==> src/rtl/fifo_tb_pkg.sv <==
// Shared types for the grant pattern generator: mode/FSM enums, LFSR taps and helpers.
// The helpers are pure functions and add no registers.
package fifo_tb_pkg;

    typedef enum logic [1:0] {
        MODE_OFF   = 2'd0,
        MODE_RAND  = 2'd1,
        MODE_ON    = 2'd2,
        MODE_BURST = 2'd3
    } grant_mode_e;

    typedef enum logic [1:0] {
        IDLE      = 2'd0,
        BURST_ON  = 2'd1,
        BURST_OFF = 2'd2
    } burst_state_e;

    localparam logic [15:0] LFSR_TAPS = 16'hB400;

    // Galois form: shift right, fold the taps in when the bit shifted out is set.
    function automatic logic [15:0] lfsr_next(input logic [15:0] s);
        return {1'b0, s[15:1]} ^ (s[0] ? LFSR_TAPS : 16'h0000);
    endfunction

    // An all-zero seed would lock the LFSR, so it is replaced by 1.
    function automatic logic [15:0] chan_seed(input logic [15:0] base, input int unsigned idx);
        logic [15:0] s;
        s = base ^ idx[15:0];
        return (s == 16'h0000) ? 16'h0001 : s;
    endfunction

endpackage

==> src/rtl/fifo_grant_chan.sv <==
// One grant channel: config regs, free-running LFSR, burst FSM; grant is registered, one cycle after config load.
// FIFO_GRANT_STATS_EN adds a saturating count of granted cycles; channels never backpressure.
module fifo_grant_chan
    import fifo_tb_pkg::*;
#(
    parameter int          BW_W     = 8,
    parameter int          CNT_W    = 8,
    parameter logic [15:0] SEED_VAL = 16'hACE1
) (
    input  logic             clk,
    input  logic             rst,
    input  logic             cfg_valid_i,
    input  grant_mode_e      mode_i,
    input  logic [BW_W:0]    bw_i,
    input  logic [CNT_W-1:0] on_len_i,
    input  logic [CNT_W-1:0] off_len_i,
    output logic             grant_o
`ifdef FIFO_GRANT_STATS_EN
    ,
    output logic [31:0]      grant_cnt_o
`endif
);

    grant_mode_e      mode_q,    mode_d;
    logic [BW_W:0]    bw_q,      bw_d;
    logic [CNT_W-1:0] on_len_q,  on_len_d;
    logic [CNT_W-1:0] off_len_q, off_len_d;
    burst_state_e     state_q,   state_d;
    logic [CNT_W-1:0] cnt_q,     cnt_d;
    logic [15:0]      lfsr_q,    lfsr_d;
    logic             grant_q,   grant_d;

    always_comb begin
        mode_d    = mode_q;
        bw_d      = bw_q;
        on_len_d  = on_len_q;
        off_len_d = off_len_q;
        state_d   = state_q;
        cnt_d     = cnt_q;
        lfsr_d    = lfsr_next(lfsr_q);

        // Grant depends only on registered config so a load shows up one edge later.
        // BW_W is assumed to be at most 16 (the LFSR width).
        case (mode_q)
            MODE_ON:    grant_d = 1'b1;
            MODE_RAND:  grant_d = ({1'b0, lfsr_q[BW_W-1:0]} < bw_q);
            MODE_BURST: grant_d = (state_q == BURST_ON);
            default:    grant_d = 1'b0;
        endcase

        if (cfg_valid_i) begin
            mode_d    = mode_i;
            bw_d      = bw_i;
            on_len_d  = on_len_i;
            off_len_d = off_len_i;
            if (mode_i == MODE_BURST) begin
                if (on_len_i != '0) begin
                    state_d = BURST_ON;
                    cnt_d   = on_len_i;
                end else begin
                    state_d = BURST_OFF;
                    cnt_d   = off_len_i;
                end
            end else begin
                state_d = IDLE;
                cnt_d   = '0;
            end
        end else begin
            case (state_q)
                BURST_ON: begin
                    // A zero OFF length parks the channel in BURST_ON.
                    if (cnt_q == CNT_W'(1) && off_len_q != '0) begin
                        state_d = BURST_OFF;
                        cnt_d   = off_len_q;
                    end else if (cnt_q > CNT_W'(1)) begin
                        cnt_d = cnt_q - CNT_W'(1);
                    end
                end
                BURST_OFF: begin
                    if (cnt_q <= CNT_W'(1)) begin
                        if (on_len_q != '0) begin
                            state_d = BURST_ON;
                            cnt_d   = on_len_q;
                        end
                    end else begin
                        cnt_d = cnt_q - CNT_W'(1);
                    end
                end
                default: begin
                    state_d = IDLE;
                end
            endcase
        end
    end

    always_ff @(posedge clk) begin
        if (rst) begin
            mode_q    <= MODE_OFF;
            bw_q      <= '0;
            on_len_q  <= '0;
            off_len_q <= '0;
            state_q   <= IDLE;
            cnt_q     <= '0;
            lfsr_q    <= SEED_VAL;
            grant_q   <= 1'b0;
        end else begin
            mode_q    <= mode_d;
            bw_q      <= bw_d;
            on_len_q  <= on_len_d;
            off_len_q <= off_len_d;
            state_q   <= state_d;
            cnt_q     <= cnt_d;
            lfsr_q    <= lfsr_d;
            grant_q   <= grant_d;
        end
    end

    assign grant_o = grant_q;

`ifdef FIFO_GRANT_STATS_EN
    logic [31:0] stat_q, stat_d;

    // Counts with grant_d so the value tracks the number of 1s already seen on grant_o.
    always_comb begin
        stat_d = stat_q;
        if (cfg_valid_i) begin
            stat_d = '0;
        end else if (grant_d && stat_q != 32'hFFFF_FFFF) begin
            stat_d = stat_q + 32'd1;
        end
    end

    always_ff @(posedge clk) begin
        if (rst) begin
            stat_q <= '0;
        end else begin
            stat_q <= stat_d;
        end
    end

    assign grant_cnt_o = stat_q;
`endif

endmodule

==> src/rtl/fifo_grant_pattern_gen.sv <==
// NUM_CH independent grant channels driving fifo_if grant_in; grant_o registered, one cycle after config load.
// FIFO_GRANT_STATS_EN adds per-channel grant_cnt_o; no backpressure path.
module fifo_grant_pattern_gen
    import fifo_tb_pkg::*;
#(
    parameter int          NUM_CH = 1,
    parameter int          BW_W   = 8,
    parameter int          CNT_W  = 8,
    parameter logic [15:0] SEED   = 16'hACE1
) (
    input  logic                         clk,
    input  logic                         rst,
    input  logic                         cfg_valid_i,
    input  grant_mode_e [NUM_CH-1:0]     mode_i,
    input  logic [NUM_CH-1:0][BW_W:0]    bw_i,
    input  logic [NUM_CH-1:0][CNT_W-1:0] burst_on_i,
    input  logic [NUM_CH-1:0][CNT_W-1:0] burst_off_i,
    output logic [NUM_CH-1:0]            grant_o
`ifdef FIFO_GRANT_STATS_EN
    ,
    output logic [NUM_CH-1:0][31:0]      grant_cnt_o
`endif
);

    for (genvar i = 0; i < NUM_CH; i++) begin : g_chan
        fifo_grant_chan #(
            .BW_W     (BW_W),
            .CNT_W    (CNT_W),
            .SEED_VAL (chan_seed(SEED, i))
        ) u_chan (
            .clk         (clk),
            .rst         (rst),
            .cfg_valid_i (cfg_valid_i),
            .mode_i      (mode_i[i]),
            .bw_i        (bw_i[i]),
            .on_len_i    (burst_on_i[i]),
            .off_len_i   (burst_off_i[i]),
            .grant_o     (grant_o[i])
`ifdef FIFO_GRANT_STATS_EN
            ,
            .grant_cnt_o (grant_cnt_o[i])
`endif
        );
    end

endmodule

==> config.mk <==
export PLATFORM = sky130hd
export DESIGN_NAME = fifo_grant_pattern_gen
export DESIGN_NICKNAME = d
export VERILOG_FILES = /design/src/rtl/fifo_tb_pkg.sv /design/src/rtl/fifo_grant_chan.sv /design/src/rtl/fifo_grant_pattern_gen.sv
export SDC_FILE = /design/constraint.sdc
export NUM_CORES = 1
export LEC_CHECK = 0
export CORE_ASPECT_RATIO = 1.25
export CORE_MARGIN = 10
export CORE_UTILIZATION = 62
export CTS_BUF_LIST = sky130_fd_sc_hd__clkbuf_8
export DETAILED_ROUTE_END_ITERATION = 6
export HOLD_SLACK_MARGIN = 0.12
export PLACE_DENSITY = 0.95
export RECOVER_POWER = 50
export SLEW_MARGIN = 30
export SYNTH_ARGS = -nofsm -noshare
export SYNTH_HDL_FRONTEND = slang
export SYNTH_SLANG_ARGS = --single-unit
==> constraint.sdc <==
create_clock -name clk -period 5.5 [get_ports clk]
set_clock_uncertainty 0.15 [all_clocks]
set_input_delay 1.1 -clock clk [delete_from_list [all_inputs] [get_ports clk]]
set_output_delay 1.1 -clock clk [all_outputs]
set_load 0.01 [all_outputs]
After elaboration in Yosys (flattened, before gate mapping)
Index checks and enable logic that the tools add are counted. Widths: inputs -> output; s select.

Logic and storage cells: 49. Input bits: 30. Register bits: 54. Output and inout port bits: 1.

Bitwise logic cells: 1. Magnitude comparators: 3. Add/sub/neg operators: 1. Muxes and demuxes: 17. Reduce and logical (&&, ||, !) cells: 7. Equality and inequality tests: 12.

Operators by type and width (number): $mux 8 (7); $reduce_bool 8->1 (3); $mux 16 (1); $pmux 8 s2 (1); $xor 15x16->16 (1); $mux 2 (6); $lt 8x9->1 (1); $eq 2x2->1 const B (4); $eq 8x1->1 const B (1); $gt 8x1->1 const B (1); $le 8x1->1 const B (1); $ne 4x4->1 const B (2); $sub 8x1->8 const B (1); $ne 3x2->1 const B (2); $reduce_and 3->1 (2); $eq 2x1->1 const B (2); $pmux 2 s2 (1); $ne 3x3->1 const B (1); $pmux 1 s3 (1); $reduce_bool 3->1 (1); $logic_and 1x1->1 (1).

Depth between registers and ports, before layout
Gate-level depths: netlist of run 1.

Depth after elaboration: 5. Gate-level depth with buffers: 9. Gate-level depth less buffers: 8.

Least setup slack after synthesis of run 1
Ideal clock, no wire load.

Kind: input port to flip-flop. Start point: in burst_on_i[0] (netlist bit). End point: reg g_chan[0].u_chan.cnt_q[4]. Required time: 5.283 ns. Slack: 2.908 ns. Arrival: 2.375 ns. Library setup time: 0.067 ns. Buffers on the path: 0. Cell stages on the path: 5. Cells stage by stage: or4_1 > nor3_1 > nand2_1 > a31o_1 > a21oi_2.

Word-level cells in the longest chain between the ends: 4.

RTL lines: from (decl) (RTL line fifo_grant_pattern_gen.sv:16) `input logic [NUM_CH-1:0][CNT_W-1:0] burst_on_i,`; $reduce_bool 8->1 (RTL line fifo_grant_chan.sv:57) `if (on_len_i != '0) begin`; $mux 8 (RTL line fifo_grant_chan.sv:57); $mux 8 (RTL line fifo_grant_chan.sv:56) `if (mode_i == MODE_BURST) begin`; $mux 8 (RTL line fifo_grant_chan.sv:51) `if (cfg_valid_i) begin`; to (signal assigned) (RTL line fifo_grant_chan.sv:112) `cnt_q <= cnt_d;`; to (decl) (RTL line fifo_grant_chan.sv:29) `logic [CNT_W-1:0] cnt_q, cnt_d;`.

Every way passes these cells. A chain may end at the register's enable or synchronous reset.

==> impl_summary.txt, run 1 <==
----------------------------------------------------
[Run status]
  Status ... finished with violations
  Violated checks ... capacitance limit, slew limit

[Drt]
  Routed wire length ... 6170 µm
  Via total after detailed routing ... 2,219
  DRC viols ... 0
  First drt pass iteration count ... 5
  Number of DRC violations after detailed-routing iteration 0 ... 274
  WL per Instance ... 16.3 µm
  Residual antenna-violating net count after detailed routing ... 0
  Detail-routed via count per cell ... 5.87

[Logic synthesis]
  Commonest register cell after synthesis ... dfxtp_1
  Fraction of registers with async set/reset ... 0%
  Warnings, synthesis ... 0
  Synthesized area divided by synthesized cell count ... 8.91 µm²
  Flip-flop and latch count after synthesis ... 54
  Syn_nets ... 335
  Post-synth design cell area ... 2640 µm²
  Sequential fraction of the synthesis area ... 41.0%
  Post-synth EDFFs ... 0
  Mapped Cells ... 296
  Distinct cell type count of the synthesized netlist ... 47

[Placed design]
  Routability congestion estimate from global placement ... 0.912
  Minimum setup slack after placement ... 2.07 ns
  Count of input and output buffers ... 30
  HPWL reported at the end of detailed placement ... 4370 µm

[CTS]
  Clock Sinks ... 54
  H-tree Lvls ... 2
  Clock root buffer ... clkbuf_8
  Number of post-CTS setup repair buffers ... 0
  Maximum clock insertion buffer count ... 2
  # resized after CTS ... 0
  Clock latency on the worst-skew pair ... 0.32 ns
  Number of buffers created by CTS ... 5
  Clock tree from TritonCTS ... yes
  Register clock-pin slew on the reported worst setup and hold paths ... 0.10 ns
  Hold-fix buffer count after cts ... 0

[Pwr]
  Power density cells ... 291 nW/µm²
  Largest voltage drop on the vdd net ... 205 µV
  Leakage power summed over all cells ... 1.24 nW

[Layout]
  Post-layout net count ... 360
  Area delta synth->final ... 15.3%
  Share of post-route cells with drive strength above 1 ... 8.07%
  Antenna cell count ... 0

[Global routing]
  Maximum number of pins on one net before global-route repair ... 55
  Initial antenna violation count ... 0
  Total grt overflow ... 0
  Total Routing Usage GR ... 17.1%
  Via count of the first global-routing pass ... 2,157
  Global-route wire length before repair ... 10,300 µm

[Timing]
  Minimum clock period after layout ... 3.54 ns
  Final count of pins violating max slew ... 55
  Worst setup margin ... 1.96 ns
  Final-report setup violation count ... 0
  Worst relative slew slack ... -47.3%
  Total negative setup slack ... 0 ns
  Highest clock rate ... 283 MHz
  Number of hold violations in the final report ... 0
  Portion of the clock cycle consumed by the worst path in the final layout ... 64.3%
  RSZ-0062 raised after global routing ... false
  Worst Max-Slew Pin Slew ... 2.21 ns

[Setup path]
  Reg-to-reg startpoint ... g_chan[0].u_chan.cnt_q[0]
  Highest net fanout along the worst path ... 54
  Critical path endpoint category ... register
  End of the worst register-to-register path ... g_chan[0].u_chan.cnt_q[4]
  Critical path required time ... 5.56 ns
  Cell occurring most often along the worst timing path ... o21ai_0
  Worst-path cell chain ... dlygate4sd3_1 -> clkbuf_1 -> a21oi_1 -> o21ai_0 -> o21ai_0
  Cells on worst reg2reg path ... 7
  Reg-to-reg setup timing slack ... 2.65 ns
  Family of cells with the greatest summed delay on the critical path ... buffers and inverters
  Startpoint kind of the worst setup timing path ... primary input
  Slowest CP cell ... clkbuf_1
  Arrival time worst endpoint ... 3.59 ns
  Critical path buffer and inverter count ... 2
  Critical setup path kind ... primary input to register
  Slowest Stage Delay on Critical Path ... 1.59 ns

[Worst hold path]
  Hold crit path type ... register to register
  Worst Hold Path EP ... g_chan[0].u_chan.lfsr_q[7]
  Hold-critical path depth ... 1
  Hold wc startpoint ... g_chan[0].u_chan.lfsr_q[8]

[Die]
  # IOs ... 31
  Die span in x ... 78.3 µm
  Vertical die dimension ... 92.9 µm
  Initial Utilization ... 64.3%
  Floorplan Core Area ... 4100 µm²
  Std cell rows ... 26
  Total Die Area ... 7280 µm²

[Job]
  Number of maximum-capacitance constraint violations ... 1

----------------------------------------------------
-- Yosys cell counts (all sizes together) (7+ instances only) --
master,count,area [µm²]
a21oi,16,87.6
clkbuf,7,26.3
dfxtp,54,1080
ha,9,113
inv,11,41.3
mux2i,28,280
nand2,10,37.5
nor2,54,203
nor2b,10,62.6
nor3,10,61.3
o21ai,15,75.1
or2,7,43.8
or4,8,63.8
-- how the worst max path moves through the flow --
stage | startpoint | endpoint | slack, ns | cells after the start
after global placement | cfg_valid_i | g_chan[0].u_chan.cnt_q[4] | 2.14 | 6
after global routing | rst | g_chan[0].u_chan.grant_o | 1.80 | 5
final | rst | g_chan[0].u_chan.grant_o | 1.96 | 5
after floorplan | burst_on_i[0] | g_chan[0].u_chan.cnt_q[4] | 2.91 | 5
after detailed placement | cfg_valid_i | g_chan[0].u_chan.cnt_q[4] | 2.07 | 6
after CTS | cfg_valid_i | g_chan[0].u_chan.cnt_q[4] | 2.41 | 6
-- state kept, by name, indices dropped and copies added, names as in the netlist --
signal and flops:
g_chan.u_chan.cnt_q 8, g_chan.u_chan.on_len_q 8, g_chan.u_chan.grant_o 1, g_chan.u_chan.bw_q 9
g_chan.u_chan.off_len_q 8, g_chan.u_chan.lfsr_q 16, g_chan.u_chan.state_q 2, g_chan.u_chan.mode_q 2
-- logic make-up (layout without fill, tap and decap cells) --
| kind of cell | count (synthesis) | in the layout | share of synthesized area [%] |
|---|---|---|---|
| multiplexers | 28 | 28 | 10.6 |
| XOR/XNOR | 4 | 4 | 1.33 |
| flip-flops | 54 | 54 | 41.0 |
| adder cells (fa/ha/maj) | 9 | 9 | 4.27 |
| buffers and inverters | 24 | 50 | 4.70 |
| AO/OA/AOI/OAI | 55 | 55 | 14.0 |
| AND/OR/NAND/NOR | 122 | 122 | 24.1 |
-- cells in the final DEF (no fill, tap or decap), drive strengths merged, types with 2 or more instances in the layout --
cell,Yosys,routed
clkbuf,7,6
o211ai,2,2
or4,8,8
a211oi,6,6
dfxtp,54,54
clkdlybuf4s50,0,28
nor4,4,4
or3,2,2
nor3b,2,2
a222oi,2,2
a21oi,16,16
nand2,10,10
nand3,3,3
o21ai,15,15
xnor2,3,3
o31ai,2,2
a31oi,2,2
o22ai,2,2
nor2b,10,10
inv,11,13
nand2b,6,6
or2,7,7
mux2i,28,28
nor3,10,10
and3,2,2
ha,9,9
nor2,54,54
nand3b,2,2
-- final cells by class --
type / instances / area (µm²)
Timing Repair Buffer: 31 / 299
Multi-Input combinational cell: 218 / 1430
Clock inverter: 3 / 47.5
Clock buffer: 5 / 68.8
Fill cell: 313 / 1060
Inverter: 11 / 41.3
Tap cell: 56 / 70.1
Sequential cell: 54 / 1080
-- layer usage --
layer	part of all wire (%)	global-route usage, %	up-vias
li1	-	-	1092
met4	3.6	7.63	0
met5	0	0	-
met3	5.2	3.09	24
met2	52	31.0	98
met1	39	18.8	1005
-- power by group --
part	total (W)	leakage [nW]	internal, W	switching, W
combinational	0.000169	0.734	0.0000782	0.0000906
sequential	0.000438	0.447	0.000417	0.0000209
clock	0.000278	0.0591	0.000139	0.000139
total	0.000885	1.24	0.000635	0.000251
-- stage by stage --
step	instance area [µm²]	hold WS (ns)	std cells	power [W]	util [%]
final	3040	0.268	378	0.000885	74.1
after global routing	3040	0.298	378	0.000920	74.1
after CTS	3040	0.270	378	0.000883	74.2
after detailed placement	2930	0.245	370	0.000611	71.4
after global placement	2930	0.247	370	0.000606	71.4
after floorplan	2640	0.239	296	0.000559	-
Power figures use the tool's default switching activity.
==> inputs of run 2 (changes only) <==
CORE_UTILIZATION = 52   (was 62)
PLACE_DENSITY = 0.88   (was 0.95)
clock period = 2.95 ns   (was 5.5 ns; I/O delays follow)
==> run 2 against run 1 <==
Compared with the run above:
- the run now ends clean
- die area increased by 15%
- count of clock-buffer cells in the layout increased by 1
- flip-flop and latch count unchanged
- sequential power increased by 86%
- critical path depth increased by 2
- worst hold slack improved by 0.030 ns
- register-to-register slack got worse by 2.4 ns
- first-iteration DRC count decreased by 7.7%
- critical endpoint is now g_chan[0].u_chan.cnt_q[4]
- largest power group unchanged
- highest routed layer unchanged
==> impl_summary.txt, run 2 (synthesized netlist as in run 1, its figures left out) <==
----------------------------------------------------
[Run status]
  Status ... finished clean

[Layout]
  Share of post-route cells with drive strength above 1 ... 8.84% (+0.77 points)
  Antenna cell count ... 0 (unchanged)
  Biggest registers after layout ... g_chan.u_chan.lfsr_q x16, g_chan.u_chan.bw_q x9
  Post-layout net count ... 366 (+1.7%)
  Register ranked first by flip-flop count ... g_chan.u_chan.lfsr_q
  Area delta synth->final ... 16.1%
  Final core occ ... 63.3% (-11 points)
  Number of flip-flops under the largest register name ... 16 (unchanged)
  Most frequent cells in the layout ... nor2_1 (54), dfxtp_1 (54), mux2i_1 (28), clkdlybuf4s50_1 (28), a21oi_1 (14)

[Setup path]
  Arrival time worst endpoint ... 2.80 ns (-0.79 ns)
  Startpoint kind of the worst setup timing path ... register
  Highest net fanout along the worst path ... 12 (-78%)
  End point of the critical path ... g_chan[0].u_chan.cnt_q[4]
  Critical path required time ... 3.01 ns (-2.55 ns)
  End of the worst register-to-register path ... g_chan[0].u_chan.cnt_q[4]
  Critical setup path kind ... register to register
  Cells on worst reg2reg path ... 7 (unchanged)
  Timing startpoint of the critical path ... g_chan[0].u_chan.cnt_q[0]
  Critical path endpoint category ... register
  Reg-to-reg setup timing slack ... 0.20 ns (-2.45 ns)
  Reg-to-reg startpoint ... g_chan[0].u_chan.cnt_q[0]

[CTS]
  Clock root buffer ... clkbuf_8
  Maximum clock insertion buffer count ... 2 (unchanged)
  Clock Sinks ... 54 (unchanged)
  # resized after CTS ... 0 (unchanged)
  Clock latency on the worst-skew pair ... 0.31 ns (about the same)
  Number of post-CTS setup repair buffers ... 0 (unchanged)
  Register clock-pin slew on the reported worst setup and hold paths ... 0.10 ns (about the same)
  Clock tree from TritonCTS ... yes
  Number of buffers created by CTS ... 5 (unchanged)
  Hold-fix buffer count after cts ... 0 (unchanged)
  H-tree Lvls ... 2 (unchanged)

[Timing]
  Post-Route Hold Slack ... 0.297 ns (+0.0296 ns)
  Portion of the clock cycle consumed by the worst path in the final layout ... 93.1%
  Worst Max-Slew Pin Slew ... 0.629 ns (-1.58 ns)
  Highest clock rate ... 364 MHz
  Number of hold violations in the final report ... 0 (unchanged)
  Worst setup margin ... 0.203 ns (-1.76 ns)
  Minimum clock period after layout ... 2.75 ns
  RSZ-0062 raised after global routing ... false
  Worst relative slew slack ... 58.0% (+110 points)
  Final-report setup violation count ... 0 (unchanged)
  Total negative setup slack ... 0 ns (unchanged)
  Final count of pins violating max slew ... 0 (-100%)

[Die]
  Die span in x ... 83.7 µm (+6.8%)
  Std cell rows ... 28 (+7.7%)
  Total Die Area ... 8340 µm² (+15%)
  Floorplan Core Area ... 4830 µm² (+18%)
  # IOs ... 31 (unchanged)
  Initial Utilization ... 54.5% (-9.8 points)
  Vertical die dimension ... 99.6 µm (+7.2%)

[Placed design]
  Minimum setup slack after placement ... 0.337 ns (-1.74 ns)
  HPWL reported at the end of detailed placement ... 4670 µm (+7.1%)
  Count of input and output buffers ... 30 (unchanged)
  Routability congestion estimate from global placement ... 0.902 (-1.2%)

[Pwr]
  Proportion of power drawn by the clock network ... 27.5% (-3.9 points)
  Power density cells ... 512 nW/µm² (+76%)
  Cell-internal power ... 0.00112 W (+76%)
  Leakage power summed over all cells ... 1.26 nW (+1.3%)
  Largest voltage drop on the vdd net ... 340 µV (+66%)
  Power spent charging and discharging nets ... 0.000447 W (+78%)
  Power share of the sequential group ... 52.1% (+2.6 points)
  Combinational share of power ... 20.4% (+1.3 points)
  Switching part of the total ... 28.5% (+0.22 points)

[Global routing]
  Global-route wire length before repair ... 10,100 µm (-1.9%)
  Total grt overflow ... 0 (unchanged)
  Maximum number of pins on one net before global-route repair ... 22 (-60%)
  Initial antenna violation count ... 0 (unchanged)
  Via count of the first global-routing pass ... 2,165 (+0.37%)
  Total Routing Usage GR ... 14.3% (-2.8 points)

[Drt]
  Routed wire length ... 6170 µm (about the same)
  Residual antenna-violating net count after detailed routing ... 0 (unchanged)
  Number of DRC violations after detailed-routing iteration 0 ... 253 (-7.7%)
  WL per Instance ... 15.9 µm (-2.5%)
  Via total after detailed routing ... 2,295 (+3.4%)
  Detail-routed via count per cell ... 5.91 (+0.76%)
  First drt pass iteration count ... 6 (+1)
  DRC viols ... 0 (unchanged)

[Job]
  Number of maximum-capacitance constraint violations ... 0 (-1)

[Worst hold path]
  Hold crit path type ... register to register

----------------------------------------------------
[run 2: changes by cell type in the layout (fill, tap and decap cells not counted), sizes merged]
cell    before  now
clkbuf       6    9
buf          1    5
bufinv       1    0
[run 2: metrics by stage]
step           cell area (µm²)  instances  power, W
4_1_cts                   3070        388   0.00158
3_5_place_dp              2980        380   0.00115
2_1_floorplan             2640        296   0.00104
6_report                  3060        388   0.00157
5_1_grt                   3060        388   0.00164
3_3_place_gp              2980        380   0.00114
[run 2: layer usage]
| metal | global-route usage (%) | part of all wire [%] | up-vias |
|---|---|---|---|
| li1 | - | - | 1104 |
| met1 | 16.2 | 41 | 1073 |
| met2 | 24.4 | 50 | 94 |
| met3 | 3.59 | 6.0 | 24 |
| met4 | 6.71 | 2.6 | 0 |
| met5 | 0 | 0 | - |
[run 2: layout make-up]
type / instances / area, µm²
clock buffers: 6 / 82.6
inverters: 11 / 41.3
repair buffers: 37 / 337
multi-input cells: 218 / 1430
clock inverters: 2 / 12.5
flip-flops and latches: 54 / 1080
well taps: 60 / 75.1
fillers: 422 / 1770
[run 2: power by group through the flow]
stage | logic (W) | registers (W) | clock network (W)
2_1_floorplan | 0.000221 | 0.000822 | 0
3_3_place_gp | 0.000312 | 0.000830 | 0
3_5_place_dp | 0.000315 | 0.000832 | 0
4_1_cts | 0.000317 | 0.000816 | 0.000444
5_1_grt | 0.000350 | 0.000823 | 0.000471
6_report | 0.000319 | 0.000816 | 0.000431
[run 2: worst max-delay path: stages, from the launching register on]
cell and delay, ns:
dfxtp_1 0.45, ha_1 0.24, nor3b_1 0.55, o211ai_2 0.43, a22oi_2 0.41, a21oi_1 0.08, o21ai_0 0.25, a21oi_2 0.08
[run 2: how the worst min path moves through the flow]
stage                           startpoint                          end  slack (ns)  cells after the start
2_1_floorplan  g_chan[0].u_chan.lfsr_q[12]  g_chan[0].u_chan.lfsr_q[11]        0.24                      1
5_1_grt         g_chan[0].u_chan.lfsr_q[8]   g_chan[0].u_chan.lfsr_q[7]        0.32                      1
6_report       g_chan[0].u_chan.lfsr_q[12]  g_chan[0].u_chan.lfsr_q[11]        0.30                      1
4_1_cts        g_chan[0].u_chan.lfsr_q[12]  g_chan[0].u_chan.lfsr_q[11]        0.30                      1
3_5_place_dp   g_chan[0].u_chan.lfsr_q[12]  g_chan[0].u_chan.lfsr_q[11]        0.25                      1
3_3_place_gp   g_chan[0].u_chan.lfsr_q[12]  g_chan[0].u_chan.lfsr_q[11]        0.25                      1
